<file path="src/rtl/demux3_pkg.sv">
// Select encoding and decode helper shared by the demux3_route slice.
// The illegal-select handling (DEMUX3_ERR_EN) is applied in the top level; this package is build-independent.
package demux3_pkg;

    localparam int unsigned NUM_PORTS = 3;
    localparam int unsigned SEL_W     = 2;

    typedef logic [SEL_W-1:0] sel_t;

    localparam sel_t SEL_P0  = 2'b00;
    localparam sel_t SEL_P1  = 2'b01;
    localparam sel_t SEL_P2  = 2'b10;
    localparam sel_t SEL_BAD = 2'b11;

    // One-hot destination for a select; SEL_BAD lands on port 2 because sel[1] wins.
    function automatic logic [NUM_PORTS-1:0] sel_onehot(input sel_t sel);
        logic [NUM_PORTS-1:0] hot;
        hot = 3'b001;
        if (sel[1]) begin
            hot = 3'b100;
        end else if (sel[0]) begin
            hot = 3'b010;
        end
        return hot;
    endfunction

endpackage

</file>
<file path="src/rtl/demux3_slot.sv">
// One-entry output register for a single demux port: load, drain, hold and valid tracking.
module demux3_slot
    import demux3_pkg::*;
#(
    parameter int unsigned WIDTH = 8
) (
    input  logic             clk,
    input  logic             reset,
    input  logic             load,
    input  logic [WIDTH-1:0] data,
    input  logic             ready,
    output logic             valid,
    output logic [WIDTH-1:0] q,
    output logic             space_c
);

    // Room for a new word when empty or when the held word leaves this edge.
    assign space_c = ~valid | ready;

    always_ff @(posedge clk or posedge reset) begin
        if (reset) begin
            valid <= 1'b0;
            q     <= '0;
        end else if (load) begin
            valid <= 1'b1;
            q     <= data;
        end else if (ready) begin
            // q is left as-is after a drain; only valid marks it stale
            valid <= 1'b0;
        end
    end

endmodule

</file>
<file path="src/rtl/demux3_route.sv">
// 1-to-3 demultiplexer with a one-entry register per output port.
// Optional DEMUX3_ERR_EN: select 11 is consumed and dropped and sets a sticky err flag; otherwise it routes to port 2.
module demux3_route
    import demux3_pkg::*;
#(
    parameter int unsigned WIDTH = 8
) (
    input  logic                 clk,
    input  logic                 reset,
    input  logic                 in_valid,
    output logic                 in_ready,
    input  logic [WIDTH-1:0]     in_data,
    input  logic [SEL_W-1:0]     in_sel,
    output logic [NUM_PORTS-1:0] out_valid,
    input  logic [NUM_PORTS-1:0] out_ready,
    output logic [WIDTH-1:0]     out_data0,
    output logic [WIDTH-1:0]     out_data1,
    output logic [WIDTH-1:0]     out_data2
`ifdef DEMUX3_ERR_EN
    ,
    output logic                 err
`endif
);

    logic [NUM_PORTS-1:0] hit;
    logic [NUM_PORTS-1:0] space;
    logic [NUM_PORTS-1:0] load;
    logic [WIDTH-1:0]     slot_q [NUM_PORTS];

`ifdef DEMUX3_ERR_EN
    logic bad;

    // An illegal select targets no port and is flagged instead.
    always_comb begin
        hit = sel_onehot(sel_t'(in_sel));
        bad = 1'b0;
        if (sel_t'(in_sel) == SEL_BAD) begin
            hit = '0;
            bad = 1'b1;
        end
    end

    // A dropped word is always accepted.
    assign in_ready = bad | (|(hit & space));

    always_ff @(posedge clk or posedge reset) begin
        if (reset) begin
            err <= 1'b0;
        end else if (in_valid && bad) begin
            err <= 1'b1;
        end
    end
`else
    always_comb begin
        hit = sel_onehot(sel_t'(in_sel));
    end

    assign in_ready = |(hit & space);
`endif

    // Only the selected port gates in_ready, so stalled neighbours never block.
    assign load = {NUM_PORTS{in_valid & in_ready}} & hit;

    for (genvar k = 0; k < NUM_PORTS; k++) begin : g_slot
        demux3_slot #(
            .WIDTH (WIDTH)
        ) u_slot (
            .clk     (clk),
            .reset   (reset),
            .load    (load[k]),
            .data    (in_data),
            .ready   (out_ready[k]),
            .valid   (out_valid[k]),
            .q       (slot_q[k]),
            .space_c (space[k])
        );
    end

    assign out_data0 = slot_q[0];
    assign out_data1 = slot_q[1];
    assign out_data2 = slot_q[2];

endmodule

</file>
<file path="config.mk">
export PLATFORM = sky130hd
export DESIGN_NAME = demux3_route
export DESIGN_NICKNAME = d
export VERILOG_FILES = /design/src/rtl/demux3_pkg.sv /design/src/rtl/demux3_slot.sv /design/src/rtl/demux3_route.sv
export SDC_FILE = /design/constraint.sdc
export NUM_CORES = 1
export LEC_CHECK = 0
export ABC_AREA = 1
export BUFFER_PORTS_ARGS = -buffer_cell sky130_fd_sc_hd__buf_4
export CAP_MARGIN = 5
export CORE_UTILIZATION = 35
export DETAILED_ROUTE_END_ITERATION = 6
export PLACE_DENSITY = 0.56
export SETUP_SLACK_MARGIN = 0.3
export SLEW_MARGIN = 25
export SYNTH_ARGS = -nofsm -noshare
export SYNTH_HDL_FRONTEND = slang
export SYNTH_SLANG_ARGS = --single-unit
</file>
<file path="constraint.sdc">
create_clock -name clk -period 1.23 [get_ports clk]
set_input_delay 0.246 -clock clk [delete_from_list [all_inputs] [get_ports clk]]
set_output_delay 0.246 -clock clk [all_outputs]
set_load 0.005 [all_outputs]
</file>
After elaboration in Yosys (flattened, before gate mapping)
Index checks and enable logic that the tools add are counted.
{"block": "totals", "register_bits": 27, "inputBits": 16, "out_inout_bits": 28, "wordCells": 27}
{"block": "op_classes", "mux": 8, "n_bitwise": 9, "reduce_logical": 4}
{"operator": "$and A3 B3 Y3", "n": 2}
{"operator": "$mux W1", "n": 6}
{"operator": "$reduce_bool A2 Y1", "n": 3}
{"operator": "$mux W3", "n": 1}
{"operator": "$not A1 Y1", "n": 3}
{"operator": "$or A1 B1 Y1", "n": 3}
{"operator": "$reduce_or A3 Y1", "n": 1}
{"operator": "$mux W2", "n": 1}
{"operator": "$and A1 B1 Y1", "n": 1}

Logic depth before layout (Yosys ltp)
{"block": "logic_depth", "ltp_word": 7, "depth_mapped": 7, "ltp_nobuf": 7}

By module
Synthesis repeated with hierarchy kept, for this count alone.
{"block": "unflattened", "hier_cells": 129, "area_unflattened_um2": 1093.5}
{"module": "demux3_slot", "instances": 3, "cells_each": 39, "area_per_inst_um2": 345.3, "seq_area_each_um2": 225.2}
{"module": "demux3_route", "instances": 1, "cells_each": 12, "area_per_inst_um2": 57.6, "seq_area_each_um2": 0.0}

Worst setup path before layout
OpenSTA, ideal clock, no wires.
{"block": "synth_timing", "kind": "input-to-output", "from": "input in_sel[1]", "to": "output in_ready", "arrival_ns": 0.863, "required_time_ns": 0.984, "slack_ns": 0.121, "stages": 4, "n_path_buf": 1, "cell_sequence": "nor2_4 -> nand2_4 -> nand3_4 -> buf_8"}
{"block": "synth_between", "elab_chain_len": 3}
{"element": "start: declaration", "line": "demux3_route.sv:13", "rtl": "input logic [SEL_W-1:0] in_sel,"}
{"element": "$mux W3", "line": "demux3_pkg.sv:19", "rtl": "if (sel[1]) begin"}
{"element": "$and A3 B3 Y3", "line": "demux3_route.sv:58", "rtl": "assign in_ready = |(hit & space);"}
{"element": "$reduce_or A3 Y1", "line": "demux3_route.sv:58"}
{"element": "end: declaration", "line": "demux3_route.sv:11", "rtl": "output logic in_ready,"}
Every way passes these cells.

Worst setup path after layout
{"block": "layout_timing", "from": "register g_slot[1].u_slot.valid", "to": "output in_ready"}
{"block": "layout_between", "elab_chain_len": 4}
{"element": "start: declaration", "line": "demux3_slot.sv:12", "rtl": "output logic valid,"}
{"element": "start signal: assignment", "line": "demux3_slot.sv:22", "rtl": "valid <= 1'b0;"}
{"element": "start signal: assignment", "line": "demux3_slot.sv:25", "rtl": "valid <= 1'b1;"}
{"element": "start signal: assignment", "line": "demux3_slot.sv:29", "rtl": "valid <= 1'b0;"}
{"element": "$not A1 Y1", "line": "demux3_slot.sv:18", "rtl": "assign space_c = ~valid | ready;"}
{"element": "$or A1 B1 Y1", "line": "demux3_slot.sv:18"}
{"element": "$and A3 B3 Y3", "line": "demux3_route.sv:58"}
{"element": "$reduce_or A3 Y1", "line": "demux3_route.sv:58"}
Every way passes these cells.

==> impl_summary.md <==
Clocking
The clock latency of the later-clocked register in the worst-skew pair is 0.32 ns. Clock-pin slew was measured on the worst setup and hold paths at 0.14 ns. The TritonCTS sink count is 27. The count of H-tree levels built during CTS is 1. In this run, CTS created clock tree buffers numbering 3.

The clock tree from TritonCTS is built. The clock passes through at most 2 buffers. The clock tree root buffer cell is clkbuf_4.

Place
The placer congestion estimate is 0.791. The number of port buffers is 43. After legalization and detailed placement, the total HPWL measured 2.20 mm. The number of placed instances, taps included, is 216.

Floorplan
The area enclosed by the die boundary is 3810 um^2. The floorplan die height is 61.8 um. The area of the core is 3390 um^2. The number of I/O pins is 44.

The die is 61.8 um wide. The standard-cell row count is 21. The starting density of the core is 0.369.

Logic synthesis
The synthesized netlist occupies a cell area of 1250 um^2. For this run, the register share of the synthesized area comes to 0.541. The most used standard cell by instance count after synthesis is nand2_1. The primary flip-flop cell chosen by synthesis mapping is dfrtp_1. The post-synthesis sequential element count is 27.

Sorting the synthesized cells by area gives the leading types as dfrtp_1, nand2_1, nand4_1. Synthesis produced a netlist whose cell count is 128. The synthesized netlist contains 13 unique library cells. The number of nets in the synthesized netlist is 144. Of the post-synthesis cell area, the dominant cell type holds 0.541. The async set-or-reset flop fraction in the synthesized netlist is 1.00.

The number of enable-type register cells in the synthesized netlist is 0. The yosys synthesis warning count is 0. Summed over all instances, the cell type with the most area after synthesis is dfrtp_1. After synthesis, the mean cell area works out to 9.77 um^2. In the synthesized netlist, the cells that appear most often are nand2_1, dfrtp_1, nand4_1, inv_1, nand3_4.

GRT
The first global-routing pass estimated 4.64 mm of wire. Entering global routing, the biggest net connects 28 pins. The via count of the first global-routing pass was 1,058. The number of antenna violations at the first check in global routing was 0. For this run the aggregate overflow at the end of global routing stands at 0. In the global route stage, overall resource usage came out at 0.168.

Power
The internal power is 0.00175 W. Across the VDD grid, the largest voltage drop is 609 uV. The share of total power dissipated in the clock network is 0.151. The switching part of the total power is 0.282. The combinational fraction of design power is 0.369. The analysis attributes to net switching a power of 0.000685 W. The total power is 0.00243 W.

The static power due to leakage is 1.02 nW. The power per cell area is 1260 nW/um^2. The share of total power dissipated in sequential elements is 0.480.

Timing
For the final database, setup skew stands at 0.00614 ns. The actual transition at the worst max-transition pin is 0.340 ns. The relative slew slack is 0.773.

The maximum clock frequency is 761 MHz. The number of failing setup endpoints in the final timing report is 4. The number of pins exceeding their max-slew limit in the final report is 0. The final count of hold timing violations was 0. Setup repair after global routing could not meet its margin everywhere. The minimum period implied by the final worst setup slack is 1.31 ns. In the finished design, the share of the clock period the worst path needs comes to 1.07. The final setup slack of the worst path is -0.0837 ns.

Drt
Using the TritonRoute via totals, the vias-per-cell ratio works out to 4.73. The via count of the routed design is 1,144. Wires add up to 3.02 mm. The detailed router's first-iteration violation count is 32. The detail route stage leaves a number of antenna-violating nets equal to 0. For this run, design rule violations remaining after detail routing come to 0. The count of TritonRoute iterations in the first routing pass is 4. The mean routed wirelength per cell is 12.5 um.

Outcome
The run finished, with violations left. The final reports fail on setup timing.

Critical path
Along the worst path, the maximum fanout reaches 2. The launch instance of the worst register-to-register path is g_slot[1].u_slot.valid. The most critical setup path has its endpoint at in_ready.

The worst setup path is captured at an output port. The launching element of the worst setup path is g_slot[1].u_slot.valid. The signal arrival time at the worst endpoint is 1.07 ns. The nature of the critical path startpoint is a flop.

The worst flop-to-flop path endpoint is g_slot[1].u_slot.q[0]. For flop-to-flop paths, the worst setup slack is 0 ns. The worst endpoint required time is 0.98 ns. The critical path start-end classification is flop to output port.

The worst reg2reg path depth is 7.

Finish
The final cell count without fillers is 242. 0 antenna diodes ended up in the layout. The share of post-route cells with drive strength above 1 is 0.449. The area growth from synthesis to layout is 53.9%.

After the last flow step, the layout net total stands at 213.

Flow run
Across the run, the number of max-cap violations was 0.

Hold path
The tightest min-delay check is of the input port to flop type.
-- what timing repair did --
item	4_1_cts	5_1_grt
endpoints found under the setup margin	55	55
endpoints found under the hold margin	27	0
gates resized for setup	28	2
hold buffers	1	0
pin swaps	4	3
buffers inserted	14	7
-- power groups by stage --
stage	Sequential, W	Clock, W	Combinational, W
after floorplan	0.00117	0	0.000263
after global placement	0.00115	0	0.000618
after detailed placement	0.00116	0	0.000627
after CTS	0.00117	0.000393	0.000846
after global routing	0.00119	0.000414	0.000988
final	0.00117	0.000368	0.000897
-- state kept, by name, indices dropped and copies added (netlist names) --
signal and flops:
g_slot.u_slot.q 24, g_slot.u_slot.valid 3
-- worst min-delay path by stage --
stage / slack, ns / startpoint / cells after the start / end
after floorplan: 0.30 / reset / 1 / g_slot[0].u_slot.q[0]
after global placement: 0.33 / reset / 3 / g_slot[2].u_slot.valid
after detailed placement: 0.34 / reset / 3 / g_slot[2].u_slot.valid
after CTS: 0.19 / out_ready[0] / 4 / g_slot[0].u_slot.valid
after global routing: 0.19 / out_ready[2] / 4 / g_slot[2].u_slot.valid
final: 0.19 / out_ready[2] / 4 / g_slot[2].u_slot.valid
-- placed cells by master, fill, tap and decap left out --
cell type and instances:
buf_4 42, buf_6 30, clkbuf_1 1, clkbuf_4 3, dfrtp_1 27, dlygate4sd3_1 1
inv_1 4, inv_2 1, nand2_1 51, nand2_2 4, nand2_4 2, nand3_4 4
nand4_1 24, nor2_4 2
-- cell families after synthesis --
group / after synthesis / share of synthesized area
and+or+nand+nor: 87 / 0.381
DFF: 27 / 0.541
buffers and inverters: 14 / 0.0781
-- metal layers --
layer / vias up / share of wire / GRT usage
met2: 29 / 0.48 / 0.275
met5: - / 0 / 0
li1: 559 / - / -
met3: 4 / 0.049 / 0.0373
met1: 552 / 0.46 / 0.221
met4: 0 / 0.0099 / 0.0571
-- worst max-delay path, cell delays in order (launching register included) --
cell and delay (ns):
dfrtp_1 0.42, nand2_2 0.09, nand2_4 0.05, nand3_4 0.09, buf_6 0.10
-- metrics by stage --
| step | area (um^2) | worst slack, ns | util | hold WS, ns | TNS, ns |
|---|---|---|---|---|---|
| 5_1_grt | 1920 | -0.141 | 0.567 | 0.189 | -1.76 |
| 6_report | 1920 | -0.0837 | 0.567 | 0.187 | -0.168 |
| 3_5_place_dp | 1620 | -0.0364 | 0.477 | 0.338 | -0.195 |
| 2_1_floorplan | 1250 | 0.124 | - | 0.299 | 0 |
| 3_3_place_gp | 1620 | -0.00318 | 0.477 | 0.326 | -0.00453 |
| 4_1_cts | 1860 | -0.0931 | 0.550 | 0.185 | -0.974 |
-- cell type report --
| cell class | instances | area, um^2 |
|---|---|---|
| Clock buffer | 4 | 26.3 |
| Fill cell | 312 | 1470 |
| Inverter | 5 | 18.8 |
| Multi-Input combinational cell | 87 | 482 |
| Sequential cell | 27 | 676 |
| Tap cell | 46 | 57.6 |
| Timing Repair Buffer | 73 | 663 |
No activity file was read; power rests on OpenSTA's default activity.
